`src/rtl/cpu_pkg.sv`:
```
// Shared CPU types: register-file widths, pending write-back entry and the
// write-back buffer drain states.
package cpu_pkg;
   localparam int REG_ADDR_W = 5;
   localparam int REG_DATA_W = 32;

   typedef struct packed {
      logic [REG_ADDR_W-1:0] addr;
      logic [REG_DATA_W-1:0] data;
   } wb_entry_t;

   typedef enum logic [1:0] {IDLE, DRAIN, HOLD} wb_state_e;
endpackage

```
`src/rtl/regfile_wb_buffer_if.sv`:
```
// Write-back request channel: valid/ready handshake carrying a register address and data.
interface regfile_wb_buffer_if
   import cpu_pkg::*;
#(
   parameter int ADDR_W = REG_ADDR_W,
   parameter int DATA_W = REG_DATA_W
);
   logic              wb_valid;
   logic              wb_ready;
   logic [ADDR_W-1:0] wb_addr;
   logic [DATA_W-1:0] wb_data;

   modport master (output wb_valid, wb_addr, wb_data, input wb_ready);
   modport slave  (input wb_valid, wb_addr, wb_data, output wb_ready);
endinterface

```
`src/rtl/regfile_wb_buffer_fifo.sv`:
```
// wb_fifo: circular pending-write queue with head/tail pointers and occupancy count.
// rst or flush empties it on the next edge; payload storage is never cleared.
module wb_fifo
   import cpu_pkg::*;
#(
   parameter int DEPTH = 4,
   parameter int PW    = $clog2(DEPTH),
   parameter int CW    = PW + 1
) (
   input  logic                  clk,
   input  logic                  rst,
   input  logic                  push,
   input  logic                  pop,
   input  logic                  flush,
   input  wb_entry_t             din,
   output wb_entry_t [DEPTH-1:0] entries,
   output logic [PW-1:0]         headPtr,
   output logic [CW-1:0]         count
);
   logic [PW-1:0] tailPtr;

   // Pointers are exactly log2(DEPTH) wide, so increments wrap modulo DEPTH.
   always_ff @(posedge clk) begin
      if (rst || flush) begin
         headPtr <= '0;
         tailPtr <= '0;
         count   <= '0;
      end else begin
         if (push) tailPtr <= tailPtr + 1'b1;
         if (pop)  headPtr <= headPtr + 1'b1;
         if (push && !pop)      count <= count + 1'b1;
         else if (pop && !push) count <= count - 1'b1;
      end
   end

   always_ff @(posedge clk) begin
      if (push && !flush && !rst) entries[tailPtr] <= din;
   end
endmodule

```
`src/rtl/regfile_wb_buffer.sv`:
```
// regfile_wb_buffer: queues write-backs and retires one per cycle onto the regfile write port.
// Optional macro WB_FWD_EN forwards pending write data onto op_a/op_b.
module regfile_wb_buffer
   import cpu_pkg::*;
#(
   parameter int DATA_W = REG_DATA_W,
   parameter int ADDR_W = REG_ADDR_W,
   parameter int DEPTH  = 4
) (
   input  logic               clk,
   input  logic               rst,
   regfile_wb_buffer_if.slave wb,
   input  logic               hold,
   input  logic               flush,
   output logic               we,
   output logic [ADDR_W-1:0]  wa,
   output logic [DATA_W-1:0]  wd,
   input  logic [ADDR_W-1:0]  ra1,
   input  logic [ADDR_W-1:0]  ra2,
   input  logic [DATA_W-1:0]  rd1,
   input  logic [DATA_W-1:0]  rd2,
   output logic [DATA_W-1:0]  op_a,
   output logic [DATA_W-1:0]  op_b,
   output logic               empty
);
   localparam int PW = $clog2(DEPTH);
   localparam int CW = PW + 1;

   wb_entry_t [DEPTH-1:0] entries;
   wb_entry_t             head;
   logic [PW-1:0]         headPtr;
   logic [CW-1:0]         count, countNxt;
   logic                  push, pop;
   wb_state_e             state, stateNxt;

   // Ready depends only on registered occupancy; a same-cycle pop never frees a slot early.
   assign wb.wb_ready = (count != CW'(DEPTH));
   // Writes to r0 complete the handshake but are discarded.
   assign push = wb.wb_valid && wb.wb_ready && (wb.wb_addr != '0) && !flush;
   assign pop  = (state == DRAIN) && (count != '0) && !hold && !flush;
   assign head = entries[headPtr];
   assign countNxt = count + CW'(push) - CW'(pop);

   wb_fifo #(.DEPTH(DEPTH)) uFifo (
      .clk, .rst, .push, .pop, .flush,
      .din('{addr: wb.wb_addr, data: wb.wb_data}),
      .entries, .headPtr, .count
   );

   always_ff @(posedge clk) begin
      if (rst) state <= IDLE;
      else     state <= stateNxt;
   end

   always_comb begin
      stateNxt = state;
      if (flush) stateNxt = IDLE;
      else begin
         case (state)
            IDLE:    if (count != '0 || push) stateNxt = DRAIN;
            DRAIN:   if (hold) stateNxt = HOLD;
                     else if (countNxt == '0) stateNxt = IDLE;
            HOLD:    if (!hold) stateNxt = DRAIN;
            default: stateNxt = IDLE;
         endcase
      end
   end

   always_ff @(posedge clk) begin
      if (rst) begin
         we <= 1'b0;
         wa <= '0;
         wd <= '0;
      end else begin
         we <= pop;
         if (pop) begin
            wa <= head.addr;
            wd <= head.data;
         end
      end
   end

   assign empty = (count == '0) && !we;

`ifdef WB_FWD_EN
   function automatic logic [DATA_W-1:0] fwdRead(input logic [ADDR_W-1:0] ra,
                                                  input logic [DATA_W-1:0] rd);
      logic [DATA_W-1:0] v;
      logic [PW-1:0]     idx;
      v = (we && wa == ra) ? wd : rd;
      // Walk oldest to youngest so the youngest matching entry wins.
      for (int k = 0; k < DEPTH; k++) begin
         idx = headPtr + PW'(k);
         if (CW'(k) < count && entries[idx].addr == ra) v = entries[idx].data;
      end
      return (ra == '0) ? '0 : v;
   endfunction

   assign op_a = fwdRead(ra1, rd1);
   assign op_b = fwdRead(ra2, rd2);
`else
   assign op_a = rd1;
   assign op_b = rd2;
   // Read addresses only feed the regfile directly in this build.
   logic unusedRa;
   assign unusedRa = ^{ra1, ra2};
`endif
endmodule
```
`src/flat_wrapper.sv`:
```
// flat-port wrapper written by rule: the top's interface ports become plain ports
module regfile_wb_buffer_flat import cpu_pkg::*;
#(
   parameter int DATA_W = REG_DATA_W,
   parameter int ADDR_W = REG_ADDR_W,
   parameter int DEPTH  = 4
)
  (clk, rst, hold, flush, we, wa, wd, ra1, ra2, rd1, rd2, op_a, op_b, empty, wb_wb_valid, wb_wb_addr, wb_wb_data, wb_wb_ready);
  regfile_wb_buffer_if #(.ADDR_W(ADDR_W), .DATA_W(DATA_W)) wb_i ();
  input  logic clk;
  input  logic rst;
  input  logic hold;
  input  logic flush;
  output logic we;
  output logic [ADDR_W-1:0] wa;
  output logic [DATA_W-1:0] wd;
  input  logic [ADDR_W-1:0] ra1;
  input  logic [ADDR_W-1:0] ra2;
  input  logic [DATA_W-1:0] rd1;
  input  logic [DATA_W-1:0] rd2;
  output logic [DATA_W-1:0] op_a;
  output logic [DATA_W-1:0] op_b;
  output logic empty;
  input wire logic [$bits(wb_i.wb_valid)-1:0] wb_wb_valid;
  input wire logic [$bits(wb_i.wb_addr)-1:0] wb_wb_addr;
  input wire logic [$bits(wb_i.wb_data)-1:0] wb_wb_data;
  output wire logic [$bits(wb_i.wb_ready)-1:0] wb_wb_ready;
  assign wb_i.wb_valid = wb_wb_valid;
  assign wb_i.wb_addr = wb_wb_addr;
  assign wb_i.wb_data = wb_wb_data;
  assign wb_wb_ready = wb_i.wb_ready;
  regfile_wb_buffer #(.DATA_W(DATA_W), .ADDR_W(ADDR_W), .DEPTH(DEPTH)) u_core (.clk(clk), .rst(rst), .wb(wb_i), .hold(hold), .flush(flush), .we(we), .wa(wa), .wd(wd), .ra1(ra1), .ra2(ra2), .rd1(rd1), .rd2(rd2), .op_a(op_a), .op_b(op_b), .empty(empty));
endmodule
```
`config.mk`:
```
export PLATFORM = sky130hd
export DESIGN_NAME = regfile_wb_buffer_flat
export DESIGN_NICKNAME = d
export VERILOG_FILES = /design/src/rtl/cpu_pkg.sv /design/src/rtl/regfile_wb_buffer_if.sv /design/src/rtl/regfile_wb_buffer_fifo.sv /design/src/rtl/regfile_wb_buffer.sv /design/src/flat_wrapper.sv
export SDC_FILE = /design/constraint.sdc
export NUM_CORES = 1
export LEC_CHECK = 0
export ABC_AREA = 1
export BUFFER_PORTS_ARGS = -buffer_cell sky130_fd_sc_hd__buf_2
export CAP_MARGIN = 20
export CORE_ASPECT_RATIO = 1.5
export CORE_UTILIZATION = 47
export CTS_CLUSTER_SIZE = 30
export DETAILED_ROUTE_END_ITERATION = 16
export GPL_ROUTABILITY_DRIVEN = 0
export PLACE_DENSITY = 0.73
export SYNTH_ARGS = -nofsm -noshare
export SYNTH_HDL_FRONTEND = slang
export SYNTH_SLANG_ARGS = --single-unit
```
`constraint.sdc`:
```
create_clock -name clk -period 2.8 [get_ports clk]
set_input_delay 0.42 -clock clk [delete_from_list [all_inputs] [get_ports clk]]
set_output_delay 0.42 -clock clk [all_outputs]
set_load 0.1 [all_outputs]
```
==> results of run 1 <==
-- power groups by stage --
stage / logic (mW) / registers [mW] / clock network (mW)
6_report: 0.194 / 3.15 / 2.38
5_1_grt: 0.214 / 3.15 / 2.53
4_1_cts: 0.195 / 3.15 / 2.42
3_5_place_dp: 0.194 / 3.21 / 0
2_1_floorplan: 0.525 / 3.22 / 0
3_3_place_gp: 0.189 / 3.21 / 0
-- cell families (layout without fill, tap and decap cells) --
logic type | Yosys count | count (layout) | share of synthesized area, %
and+or+nand+nor | 225 | 225 | 11.02
DFF | 195 | 195 | 67.57
AOI/OAI and AO/OA | 163 | 163 | 10.24
buffers and inverters | 119 | 147 | 9.466
adders and majority gates | 9 | 9 | 1.601
xor gates and xnor gates | 1 | 1 | 0.1099
other | 0 | 1 | 0
-- cells in the mapped netlist --
master and n:
edfxtp_1 148, nor2_1 126, nand2_1 90, o21ai_0 83, buf_4 70, dfxtp_1 47
a21oi_1 46, o21ai_1 34, inv_1 16, clkbuf_1 14, buf_2 12, ha_1 7
buf_6 4, nand3_1 3, fa_1 2, inv_2 2, nand3b_1 2, clkinv_1 1
nand3_2 1, nor3_1 1, nor3_4 1, or2_2 1, xor2_1 1
-- final cells by class --
type,count,area [µm²],share of cell area [%]
tap,210,262.8,3.009
clock inverter,13,136.4,1.562
clock buffer,19,454.2,5.202
timing repair buffer,96,555.5,6.363
sequential,195,5388,61.71
antenna,1,2.502,0.02866
inverter,19,71.32,0.8169
multi-input combinational,398,1861,21.31
-- through the flow --
| step | std cells | setup TNS [ns] |
|---|---|---|
| after CTS | 950 | 0 |
| after detailed placement | 918 | 0 |
| after global placement | 918 | 0 |
| after global routing | 951 | 0 |
| after floorplan | 712 | -41.26 |
| final | 951 | 0 |
-- routing by layer --
metal  track usage (%)  up-vias  wire, µm
met1             19.76     2353      5573
li1                  -     2401         -
met5                 0        -        11
met3             6.820       99      1492
met4             15.17        2      1161
met2             32.80      139      8492
-- worst paths after layout --
path | cells after the start | end | start
worst max-delay path | 13 | u_core.state[0] | u_core.uFifo.count[0]
worst min-delay path | 1 | u_core.uFifo.entries[116] | wb_wb_data[5]
worst max register to register | 13 | u_core.state[0] | u_core.uFifo.count[0]
worst min register to register | 2 | u_core.wd[31] | u_core.wd[31]
-- sequential cells by signal (all words and copies together), names as in the netlist --
signal	cells
u_core.uFifo.headPtr	2
u_core.state	2
u_core.uFifo.entries	148
u_core.wd	32
u_core.uFifo.tailPtr	2
u_core.uFifo.count	3
u_core.we	1
u_core.wa	5
==> flow_summary.toml, run 1 <==
[finish]
final_area_um2 = 8731
layout-drive-gt1-share_pct = 18.78
final_common_cell = "edfxtp_1"
final_nets = 852
fin_util_pct = 52.31
syn_to_final_growth_pct = 9.545
final_cell_mix = "148 x edfxtp_1, 122 x nor2_1, 90 x nand2_1"
final.fill_count = 1436

[critical_path]
r2r_setup_slack_ns = 0.56
critical_path.cell_chain = "nor2_1 -> nand2_1 -> nand3_2 -> ha_1 -> inv_1 -> ha_1 -> fa_1 -> nor2_1 -> nand3_1 -> nand2_1 -> nand2_1 -> nand2_1 -> nor2_1"
critPathBufInv = 1
critical_path_class = "reg2reg"
slowest_stage = "dfxtp_1"
required_ns = 3.13
cp_max_fo = 4
timing.critical_path.slowest_cell_delay_ns = 0.44
start_kind = "register"
crit_path_end_kind = "register"
crit_arrival_ns = 2.57
critPathMostFrequentCell = "nand2_1"
crit_family = "adder cells"

[floorplan]
dieArea_um2 = 17490
rows = 58
ios = 220
die_x_um = 108.3
start_util_pct = 47.75
die_y_um = 161.5
core_area_um2 = 16690

[route]
drc_errors = 0
vias = 4994
routed_wl_um = 16730
final_antenna_net_count = 0
drt_pre_antenna_iters = 8
vias_per_cell = 5.251
drt_iter0_drc = 286
wl_per_cell_um = 17.59

[pwr]
power_frac_clock_pct = 41.6
max-vdd-ir-drop_mv = 0.4592
power.share.sequential_pct = 55.0
internal_power_mw = 4.507
power_mw = 5.719
comb_power_share_pct = 3.4
p_sw_mw = 1.212
p_leak_nw = 3.135
switching_share_pct = 21.20
p_per_area_nw_per_um2 = 655.0

[grt]
grt_overflow_total = 0
grt_antenna_before_repair = 2
grt_pass1_vias = 4728
grt_pass1_wl_um = 24980
grt_max_degree = 58
grt_util_all_layers_pct = 19.66

[timing]
fin_skew_ns = 0.01302
worst_slack_ns = 0.5607
max_freq_mhz = 446.6
min_period_over_period_pct = 79.97
tightest_slew_ns = 0.5989
holdWs_ns = 0.2031
drv_slew = 0
slew_headroom_pct = 60.07
timing.final.crit_period_ns = 2.239
rsz0062_at_grt = "no"
hold_viol_final = 0
setup_viol = 0

[clock_network]
clkSlewWorstSetupHoldPaths_ns = 0.08
cts_resized = 0
cts.sinks = 195
numCtsBuffers = 17
clock_path_buffers = 2
ctsHoldBuffers = 0
cts-root-buf = "clkbuf_16"
htreeDepth = 4
postCtsSetupBuffers = 0
cts_tree = "yes"
worstSkewPairLatency_ns = 0.43

[synthesis]
synth.top_cells.by_area = "edfxtp_1 56%, dfxtp_1 12%, buf_4 6.6%"
avgSynthCellArea_um2 = 11.19
yosysTopAreaCell = "edfxtp_1"
synth.distinct_cells = 23
synth-warning-count = 0
syn-num-nets = 837
syn-cell-area_um2 = 7970
synth_top_area_share_pct = 55.76
synth_seq_cells = 195
synthCells = 712
ys_seq_area_share_pct = 67.57

[outcome]
outcome = "finished, final reports clean"

[place]
io_buffers = 81
postPlaceCellArea_um2 = 8138
dpl.hpwl_um = 10140
dp_worst_setup_slack_ns = 0.3186

[flow_run]
drv_cap = 0

[min_path]
hp-class = "in2reg"
No activity file was read; power rests on OpenSTA's default activity.
==> run 2, diff against run 1 <==
clock period = 1.9 ns   (was 2.8 ns; I/O delays follow)
==> flow_summary.toml, run 2 (synthesis results as in run 1) <==
[outcome]
outcome = "complete, but fails checks"
violations = "negative setup slack"

[finish]
largest_reg_flops = 148
final_cell_mix = "148 x edfxtp_1, 119 x nor2_1, 88 x nand2_1"
final.fill_count = 1396
final_nets = 876
fin_util_pct = 54.51
reg.largest.list = "u_core.uFifo.entries x148, u_core.wd x32, u_core.wa x5"
final_common_cell = "edfxtp_1"
layout-drive-gt1-share_pct = 23.43
syn_to_final_growth_pct = 14.16
largest_register = "u_core.uFifo.entries"

[timing]
hold_viol_final = 0
min_period_over_period_pct = 105.8
slew_headroom_pct = 67.42
max_freq_mhz = 497.3
setup_viol = 1
drv_slew = 0
fin_skew_ns = 0.01472
worst_slack_ns = -0.1110
timing.final.crit_period_ns = 2.011
holdWs_ns = 0.07669
tightest_slew_ns = 0.4887
rsz0062_at_grt = "yes"

[min_path]
hp-class = "in2reg"

[clock_network]
cts_tree = "yes"
cts-root-buf = "clkbuf_16"
clock_path_buffers = 2
cts.sinks = 195
numCtsBuffers = 17
htreeDepth = 4
worstSkewPairLatency_ns = 0.42
clkSlewWorstSetupHoldPaths_ns = 0.07

[grt]
grt_util_all_layers_pct = 21.10
grt_pass1_wl_um = 26810
grt_overflow_total = 0
grt_pass1_vias = 5060
grt_max_degree = 44
grt_antenna_before_repair = 2

[critical_path]
critPathMostFrequentCell = "nand2_1"
critPathBufInv = 1
cp_max_fo = 2
crit_family = "adder cells"
critical_path.cell_chain = "nor3_4 -> nand3_2 -> ha_4 -> inv_2 -> ha_4 -> fa_2 -> nor2_2 -> nand3_1 -> nand2_1 -> nand2_1 -> nand2_1 -> nor2_1"
critical_path_class = "reg2reg"
start_kind = "register"
required_ns = 2.25
timing.critical_path.slowest_cell_delay_ns = 0.52
crit_path_end_kind = "register"
crit_arrival_ns = 2.36
slowest_stage = "fa_2"

[place]
io_buffers = 81
dp_worst_setup_slack_ns = -0.2679
dpl.hpwl_um = 11950

[route]
wl_per_cell_um = 18.11
vias = 5083
final_antenna_net_count = 0
vias_per_cell = 5.208
routed_wl_um = 17670
drt_pre_antenna_iters = 4
drt_iter0_drc = 232
drc_errors = 0

[pwr]
p_leak_nw = 3.286
power_mw = 8.584
max-vdd-ir-drop_mv = 0.6868
p_per_area_nw_per_um2 = 943.5

[floorplan]
core_area_um2 = 16690
dieArea_um2 = 17490
die_y_um = 161.5
rows = 58
start_util_pct = 47.75
ios = 220
die_x_um = 108.3

[flow_run]
drv_cap = 0
==> run 2: changes by cell type in the layout (fill, tap and decap cells not counted), moves of 3 or more <==
cell / before / now
buf_4: 12 / 28
buf_12: 3 / 11
dfxtp_1: 45 / 40
dfxtp_2: 2 / 6
nor2_1: 122 / 119
==> run 2: worst paths after layout <==
check	start	endpoint	slack [ns]	depth (start not counted)
hold / removal	wb_wb_data[15]	u_core.uFifo.entries[126]	0.08	1
setup reg to reg	u_core.state[1]	u_core.state[0]	-0.11	12
setup / recovery	u_core.state[1]	u_core.state[0]	-0.11	12
hold reg to reg	u_core.wd[13]	u_core.wd[13]	0.46	2
==> run 2: final cells by class <==
type                       count  area (µm²)  area share [%]
antenna                        2       5.005         0.05501
clock buffer                  17       425.4           4.675
clock inverter                15       187.7           2.063
inverter                      19       71.32          0.7838
multi-input combinational    398        1912           21.01
sequential                   195        5396           59.31
tap                          210       262.8           2.888
timing repair buffer         120       838.3           9.213
==> run 2: repair_timing <==
item / in CTS / in global routing
resized for setup: 4 / 2
hold buffers: 0 / 0
endpoints found under the setup margin: 2 / 3
pin swaps: 2 / 1
setup buffers: 0 / 0
cloned: 0 / 0
==> run 2: report_power, final <==
group / switching [mW] / internal, mW
sequential: 0.0134 / 4.62
clock: 1.61 / 2.00
combinational: 0.220 / 0.121
total: 1.84 / 6.74
==> run 2: worst reg2reg max path, cell delays in order, from the launching register on <==
cell and delay [ns]:
dfxtp_2 0.34, nor3_4 0.18, nand3_2 0.13, ha_4 0.29, inv_2 0.04, ha_4 0.14
fa_2 0.52, nor2_2 0.04, nand3_1 0.05, nand2_1 0.05, nand2_1 0.05, nand2_1 0.04
nor2_1 0.09
==> run 2: metrics by stage <==
stage               instance area (µm²)  setup TNS, ns  std cells
floorplan                          8046         -9.825        712
global placement                   8458        -0.2854        942
detailed placement                 8458        -0.3748        942
CTS                                9089        -0.1217        974
global route                       9099        -0.3697        976
finish                             9099        -0.1110        976
==> run 2: per-layer routing <==
metal	up-vias	wire [µm]	track usage, %
li1	2442	-	-
met1	2417	5784	20.52
met2	132	9227	36.25
met3	92	1204	5.488
met4	0	1454	18.37
met5	-	0	0
